<file path="src/rtl/date_overlay_mux.sv">
// Pixel assembly, date overlay and output FIFO between the date writer and the colour converter.
// Optional macro DATE_OVR_BLEND_EN: overlaid pixels are a 50% blend instead of a replacement.
module date_overlay_mux #(
    parameter int unsigned FIFO_DEPTH = 4,
    parameter logic [7:0]  DATE_R     = 8'hFF,
    parameter logic [7:0]  DATE_G     = 8'hFF,
    parameter logic [7:0]  DATE_B     = 8'hFF
) (
    input  logic        clk_in,
    input  logic        rst,
    input  logic [31:0] line_width,
    input  logic        rgb_valid,
    input  logic [7:0]  rgb_data,
    input  logic        date_ovr_en,
    input  logic        pix_ready,
    output logic        pix_valid,
    output logic [23:0] pix_data,
    output logic        pix_eol,
    output logic        ovf
);
    localparam int PW = (FIFO_DEPTH > 1) ? $clog2(FIFO_DEPTH) : 1;
    localparam int CW = $clog2(FIFO_DEPTH + 1);

    logic [1:0]    comp;
    logic [7:0]    r_q, g_q;
    logic          ovr_acc;
    logic [31:0]   col;
    logic [24:0]   mem [FIFO_DEPTH];
    logic [PW-1:0] wptr, rptr;
    logic [CW-1:0] count;
    logic          push, pop, full, wr_en, overlay, eol;
    logic [23:0]   pix_in;

    assign push    = rgb_valid && (comp == 2'd2);
    assign pop     = pix_valid && pix_ready;
    assign full    = (count == CW'(FIFO_DEPTH));
    // A full FIFO still accepts the new pixel when the head leaves on the same edge.
    assign wr_en   = push && (!full || pop);
    assign overlay = ovr_acc | date_ovr_en;
    assign eol     = (line_width <= 32'd1) || (col == line_width - 32'd1);

`ifdef DATE_OVR_BLEND_EN
    function automatic logic [7:0] blend(input logic [7:0] a, input logic [7:0] b);
        return (a >> 1) + (b >> 1);
    endfunction

    assign pix_in = overlay ? {blend(r_q, DATE_R), blend(g_q, DATE_G), blend(rgb_data, DATE_B)}
                            : {r_q, g_q, rgb_data};
`else
    assign pix_in = overlay ? {DATE_R, DATE_G, DATE_B} : {r_q, g_q, rgb_data};
`endif

    always_ff @(posedge clk_in or posedge rst) begin
        if (rst) begin
            comp    <= 2'd0;
            r_q     <= 8'h00;
            g_q     <= 8'h00;
            ovr_acc <= 1'b0;
            col     <= 32'd0;
        end else begin
            if (rgb_valid) begin
                case (comp)
                    2'd0:    begin r_q <= rgb_data; comp <= 2'd1; end
                    2'd1:    begin g_q <= rgb_data; comp <= 2'd2; end
                    default: comp <= 2'd0;
                endcase
            end
            ovr_acc <= push ? 1'b0 : (ovr_acc | date_ovr_en);
            // Column tracks the line even when the pixel itself is dropped.
            if (push) col <= eol ? 32'd0 : col + 32'd1;
        end
    end

    always_ff @(posedge clk_in or posedge rst) begin
        if (rst) begin
            wptr  <= '0;
            rptr  <= '0;
            count <= '0;
            ovf   <= 1'b0;
        end else begin
            if (wr_en) wptr <= wptr + PW'(1);
            if (pop)   rptr <= rptr + PW'(1);
            if (push && full && !pop) ovf <= 1'b1;
            case ({wr_en, pop})
                2'b10:   count <= count + CW'(1);
                2'b01:   count <= count - CW'(1);
                default: count <= count;
            endcase
        end
    end

    always_ff @(posedge clk_in) begin
        if (wr_en) mem[wptr] <= {pix_in, eol};
    end

    assign pix_valid = (count != '0);
    assign pix_data  = pix_valid ? mem[rptr][24:1] : 24'h0;
    assign pix_eol   = pix_valid ? mem[rptr][0] : 1'b0;
endmodule

</file>
<file path="config.mk">
export PLATFORM = sky130hd
export DESIGN_NAME = date_overlay_mux
export DESIGN_NICKNAME = d
export VERILOG_FILES = /design/src/rtl/date_overlay_mux.sv
export SDC_FILE = /design/constraint.sdc
export NUM_CORES = 1
export LEC_CHECK = 0
export ABC_CLOCK_PERIOD_IN_PS = 4360
export CAP_MARGIN = 20
export CORE_MARGIN = 2
export CORE_UTILIZATION = 55
export CTS_BUF_LIST = sky130_fd_sc_hd__clkbuf_4 sky130_fd_sc_hd__clkbuf_8
export CTS_CLUSTER_SIZE = 24
export DETAILED_ROUTE_END_ITERATION = 6
export PLACE_DENSITY = 0.85
export SETUP_SLACK_MARGIN = 0.2
export SKIP_CTS_REPAIR_TIMING = 1
export SLEW_MARGIN = 20
export SYNTH_ARGS = -nofsm -noshare
export SYNTH_HDL_FRONTEND = slang
export SYNTH_SLANG_ARGS = --single-unit
</file>
<file path="constraint.sdc">
create_clock -name clk_in -period 4.36 [get_ports clk_in]
set_input_delay 0.872 -clock clk_in [delete_from_list [all_inputs] [get_ports clk_in]]
set_output_delay 0.872 -clock clk_in [all_outputs]
set_load 0.01 [all_outputs]
</file>
==> results of run 1 <==
==> final cells by class <==
cell class | count | share of cell area [%]
Tap cell | 180 | 2.45
Clock inverter | 13 | 1.50
Sequential cell | 159 | 48.7
Clock buffer | 19 | 2.77
Timing Repair Buffer | 90 | 9.41
Multi-Input combinational cell | 410 | 34.7
Inverter | 13 | 0.530
==> synth_stat cells, drive strengths merged, types with 5 or more instances <==
cell type,count
a21o,5
and2,30
and3,7
buf,5
clkbuf,24
dfrtp,59
edfxtp,100
ha,7
inv,13
mux2,16
mux4,25
nand2,26
nand3,21
nand4,9
nor2,51
nor3,23
nor3b,5
nor4,16
o21ai,8
or3,34
or4,5
xnor2,41
xor2,27
==> registers in the layout, indices dropped and copies added, names as in the netlist <==
register	count
r_q	8
g_q	8
count	3
rptr	2
mem	100
col	32
comp	2
wptr	2
ovr_acc	1
ovf	1
==> cell families after synthesis <==
group | count (synthesis) | share of synthesized area, %
AND/OR/NAND/NOR | 247 | 17.3
AO/OA/AOI/OAI | 43 | 4.21
multiplexers | 43 | 9.73
XOR/XNOR | 69 | 7.88
flip-flops | 159 | 57.1
adder cells (fa/ha/maj) | 8 | 1.37
buffers and inverters | 42 | 2.41
==> metal layers <==
metal	routed length (µm)	GRT usage (%)	part of all wire [%]	vias up
met5	0	0	0	-
met4	491	9.87	3.0	0
met3	797	3.74	4.9	40
met2	8500	41.1	52	186
met1	6410	26.3	40	2574
li1	-	-	-	2437
==> stage by stage <==
step / instance area (µm²) / hold WS [ns] / worst slack (ns) / std cells
2_1_floorplan: 7850 / 0.471 / 0.589 / 611
3_5_place_dp: 8800 / 0.456 / -0.0317 / 852
3_3_place_gp: 8800 / 0.447 / 0.157 / 852
6_report: 9200 / 0.468 / 0.473 / 884
4_1_cts: 9190 / 0.474 / 0.438 / 884
5_1_grt: 9200 / 0.503 / 0.323 / 884
==> final timing paths <==
check	slack, ns	cells past startpoint	to	start
worst max-delay path	0.47	11	col[2]	line_width[2]
worst min-delay path	0.47	1	ovf	ovf
max in group asynchronous	2.61	3	col[1]	rst
worst min register to register	0.47	1	ovf	ovf
min in group asynchronous	0.96	2	col[15]	rst
worst max register to register	1.39	10	col[2]	col[5]
==> power breakdown <==
part           total (mW)  switching, mW  internal [mW]
Sequential           1.94          0.139           1.80
Combinational        1.53          0.680          0.846
Clock                1.06          0.529          0.533
==> impl_metrics.xml, run 1 <==
<?xml version="1.0" encoding="UTF-8"?>
<metrics>
  <group name="die">
    <metric name="dieArea" unit="mm²">0.0152</metric>
    <metric name="die_x" unit="µm">123</metric>
    <metric name="number_of_top_level_design_ports" unit="">72</metric>
    <metric name="placeableCoreArea" unit="mm²">0.0139</metric>
    <metric name="floorplan.initialDensity" unit="%">56.3</metric>
    <metric name="rows" unit="">43</metric>
    <metric name="die_h" unit="µm">123</metric>
  </group>
  <group name="sta">
    <metric name="finalCritPeriodShare" unit="%">89.2</metric>
    <metric name="setup_tns" unit="ns">0</metric>
    <metric name="tightest_slew" unit="ns">0.967</metric>
    <metric name="final.min_clock_period" unit="ns">3.89</metric>
    <metric name="fin_skew" unit="ns">0.00787</metric>
    <metric name="setup-violations-final" unit="">0</metric>
    <metric name="setup_repair_after_global_routing_missed_its_margin" unit="">false</metric>
    <metric name="timing.final.max_slew_violations" unit="">0</metric>
    <metric name="worst_slew_margin_rel" unit="%">35.0</metric>
    <metric name="achievable-frequency" unit="MHz">257</metric>
    <metric name="final_hold_viol_count" unit="">0</metric>
  </group>
  <group name="place">
    <metric name="gp_routability_congestion" unit="">0.896</metric>
    <metric name="port_bufs" unit="">71</metric>
    <metric name="detailed_place_hpwl" unit="µm">11500</metric>
  </group>
  <group name="grt">
    <metric name="first_global_vias" unit="">5384</metric>
    <metric name="grt_max_degree" unit="">41</metric>
    <metric name="grt_usage" unit="%">22.7</metric>
    <metric name="antenna_violations_before_repair" unit="">0</metric>
    <metric name="wire_length_of_the_first_global_routing_pass" unit="µm">26100</metric>
    <metric name="grt_remaining_overflow" unit="">0</metric>
  </group>
  <group name="finish">
    <metric name="insertedDiodeCount" unit="">0</metric>
    <metric name="layout-area-overhead-vs-synth" unit="%">17.3</metric>
    <metric name="post_route_cells_drive_above_1_share" unit="%">14.3</metric>
    <metric name="layout.area.seq" unit="mm²">0.00448</metric>
    <metric name="final_util" unit="%">66.0</metric>
    <metric name="multiInputGateArea" unit="mm²">0.00319</metric>
    <metric name="layout.filler_cells" unit="">964</metric>
    <metric name="layout.cells.most_common" unit="">edfxtp_1</metric>
    <metric name="mostFrequentLayoutCells" unit="">edfxtp_1 (100), clkdlybuf4s50_1 (71), dfrtp_1 (59)</metric>
    <metric name="nNetsFinal" unit="">744</metric>
  </group>
  <group name="setup_path">
    <metric name="crit_path_cell_trace" unit="">clkdlybuf4s50_1 -&gt; or3_1 -&gt; or4_1 -&gt; a221oi_1 -&gt; nand4_1 -&gt; a2111oi_2 -&gt; nand4_1 -&gt; o31ai_4 -&gt; buf_4 -&gt; nor3_1 -&gt; a211o_1</metric>
    <metric name="critical_path_buf_inv_count" unit="">2</metric>
    <metric name="worstPathArrival" unit="ns">4.21</metric>
    <metric name="critPathCaptureType" unit="">flip-flop</metric>
    <metric name="critical-path-slowest-cell" unit="">clkdlybuf4s50_1</metric>
    <metric name="cpMostUsedCell" unit="">nand4_1</metric>
    <metric name="critPathMaxFanout" unit="">10</metric>
    <metric name="critical_path_required" unit="ns">4.68</metric>
    <metric name="setup.worst_path.class" unit="">input port to flip-flop</metric>
    <metric name="critical_path.max_stage_delay" unit="ns">0.53</metric>
    <metric name="crit_family" unit="">simple AND/OR/NAND/NOR gates</metric>
    <metric name="worstSetupStartpointType" unit="">input port</metric>
  </group>
  <group name="logic_synthesis">
    <metric name="synthCells" unit="">611</metric>
    <metric name="ys_ff_latch" unit="">159</metric>
    <metric name="post_synth_num_cell_types" unit="">61</metric>
    <metric name="area_fraction_of_the_dominant_cell_type_after_synthesis" unit="%">38.3</metric>
    <metric name="synth_top_flop_cell" unit="">edfxtp_1</metric>
    <metric name="syn-mean-instance-area" unit="µm²">12.8</metric>
    <metric name="synth_largest_area_cell" unit="">edfxtp_1</metric>
    <metric name="postSynthNetCount" unit="">664</metric>
    <metric name="synth-seq-area-share" unit="%">57.1</metric>
    <metric name="synth-async-reset-ratio" unit="%">37.1</metric>
    <metric name="post_synth_instance_area" unit="mm²">0.00785</metric>
    <metric name="synth_edf_count" unit="">100</metric>
    <metric name="synthesis.yosys.warnings" unit="">0</metric>
    <metric name="dominant_cells_by_area_after_synthesis" unit="">edfxtp_1 (38%), dfrtp_1 (19%), mux4_2 (7.2%), xnor2_1 (4.6%), xor2_1 (3.0%)</metric>
  </group>
  <group name="cts">
    <metric name="cts_num_sinks" unit="">159</metric>
    <metric name="cts.root.buffer_cell" unit="">clkbuf_8</metric>
    <metric name="clk_latency" unit="ns">0.44</metric>
    <metric name="cts_inserted_buffers" unit="">17</metric>
    <metric name="cts_max_path_buffers" unit="">2</metric>
    <metric name="path_clk_slew" unit="ns">0.07</metric>
    <metric name="ctsHtreeMaxLevel" unit="">4</metric>
    <metric name="clock_tree_from_tritoncts" unit="">done</metric>
  </group>
  <group name="power">
    <metric name="design_power_total" unit="mW">4.53</metric>
    <metric name="vdd.ir_drop.worst" unit="µV">244</metric>
    <metric name="powerDensity" unit="mW/mm²">492</metric>
    <metric name="cellLeakagePower" unit="nW">3.18</metric>
  </group>
  <group name="drt">
    <metric name="drc" unit="">0</metric>
    <metric name="detail_route.iter0.violations" unit="">454</metric>
    <metric name="routed_wire_length_per_instance" unit="µm">18.3</metric>
    <metric name="via_per_inst" unit="">5.92</metric>
    <metric name="drt.antenna.violating_nets" unit="">0</metric>
    <metric name="drt_wl_total" unit="µm">16200</metric>
    <metric name="drtPass1Iterations" unit="">5</metric>
    <metric name="dr_total_vias" unit="">5237</metric>
  </group>
  <group name="flow_run">
    <metric name="timing.max_cap.violations" unit="">0</metric>
  </group>
  <group name="worst_hold_path">
    <metric name="hp-class" unit="">flip-flop to flip-flop</metric>
  </group>
  <group name="run_status">
    <metric name="outcome" unit="">completed</metric>
  </group>
</metrics>
Power figures use the tool's default switching activity.
==> run 2: changes to the inputs <==
--- a/config.mk
+++ b/config.mk
@@ -19,3 +19,4 @@
 export SYNTH_ARGS = -nofsm -noshare
 export SYNTH_HDL_FRONTEND = slang
 export SYNTH_SLANG_ARGS = --single-unit
+export TNS_END_PERCENT = 100
==> results of run 2 <==
No change in the layout: final DEF, timing and power equal those of run 1.
==> run 3: changes to the inputs <==
--- a/config.mk
+++ b/config.mk
@@ -15,6 +15,7 @@
 export PLACE_DENSITY = 0.85
 export SETUP_SLACK_MARGIN = 0.2
 export SKIP_CTS_REPAIR_TIMING = 1
+export SKIP_LAST_GASP = 1
 export SLEW_MARGIN = 20
 export SYNTH_ARGS = -nofsm -noshare
 export SYNTH_HDL_FRONTEND = slang
==> results of run 3 <==
No change in the layout: final DEF, timing and power equal those of run 1.
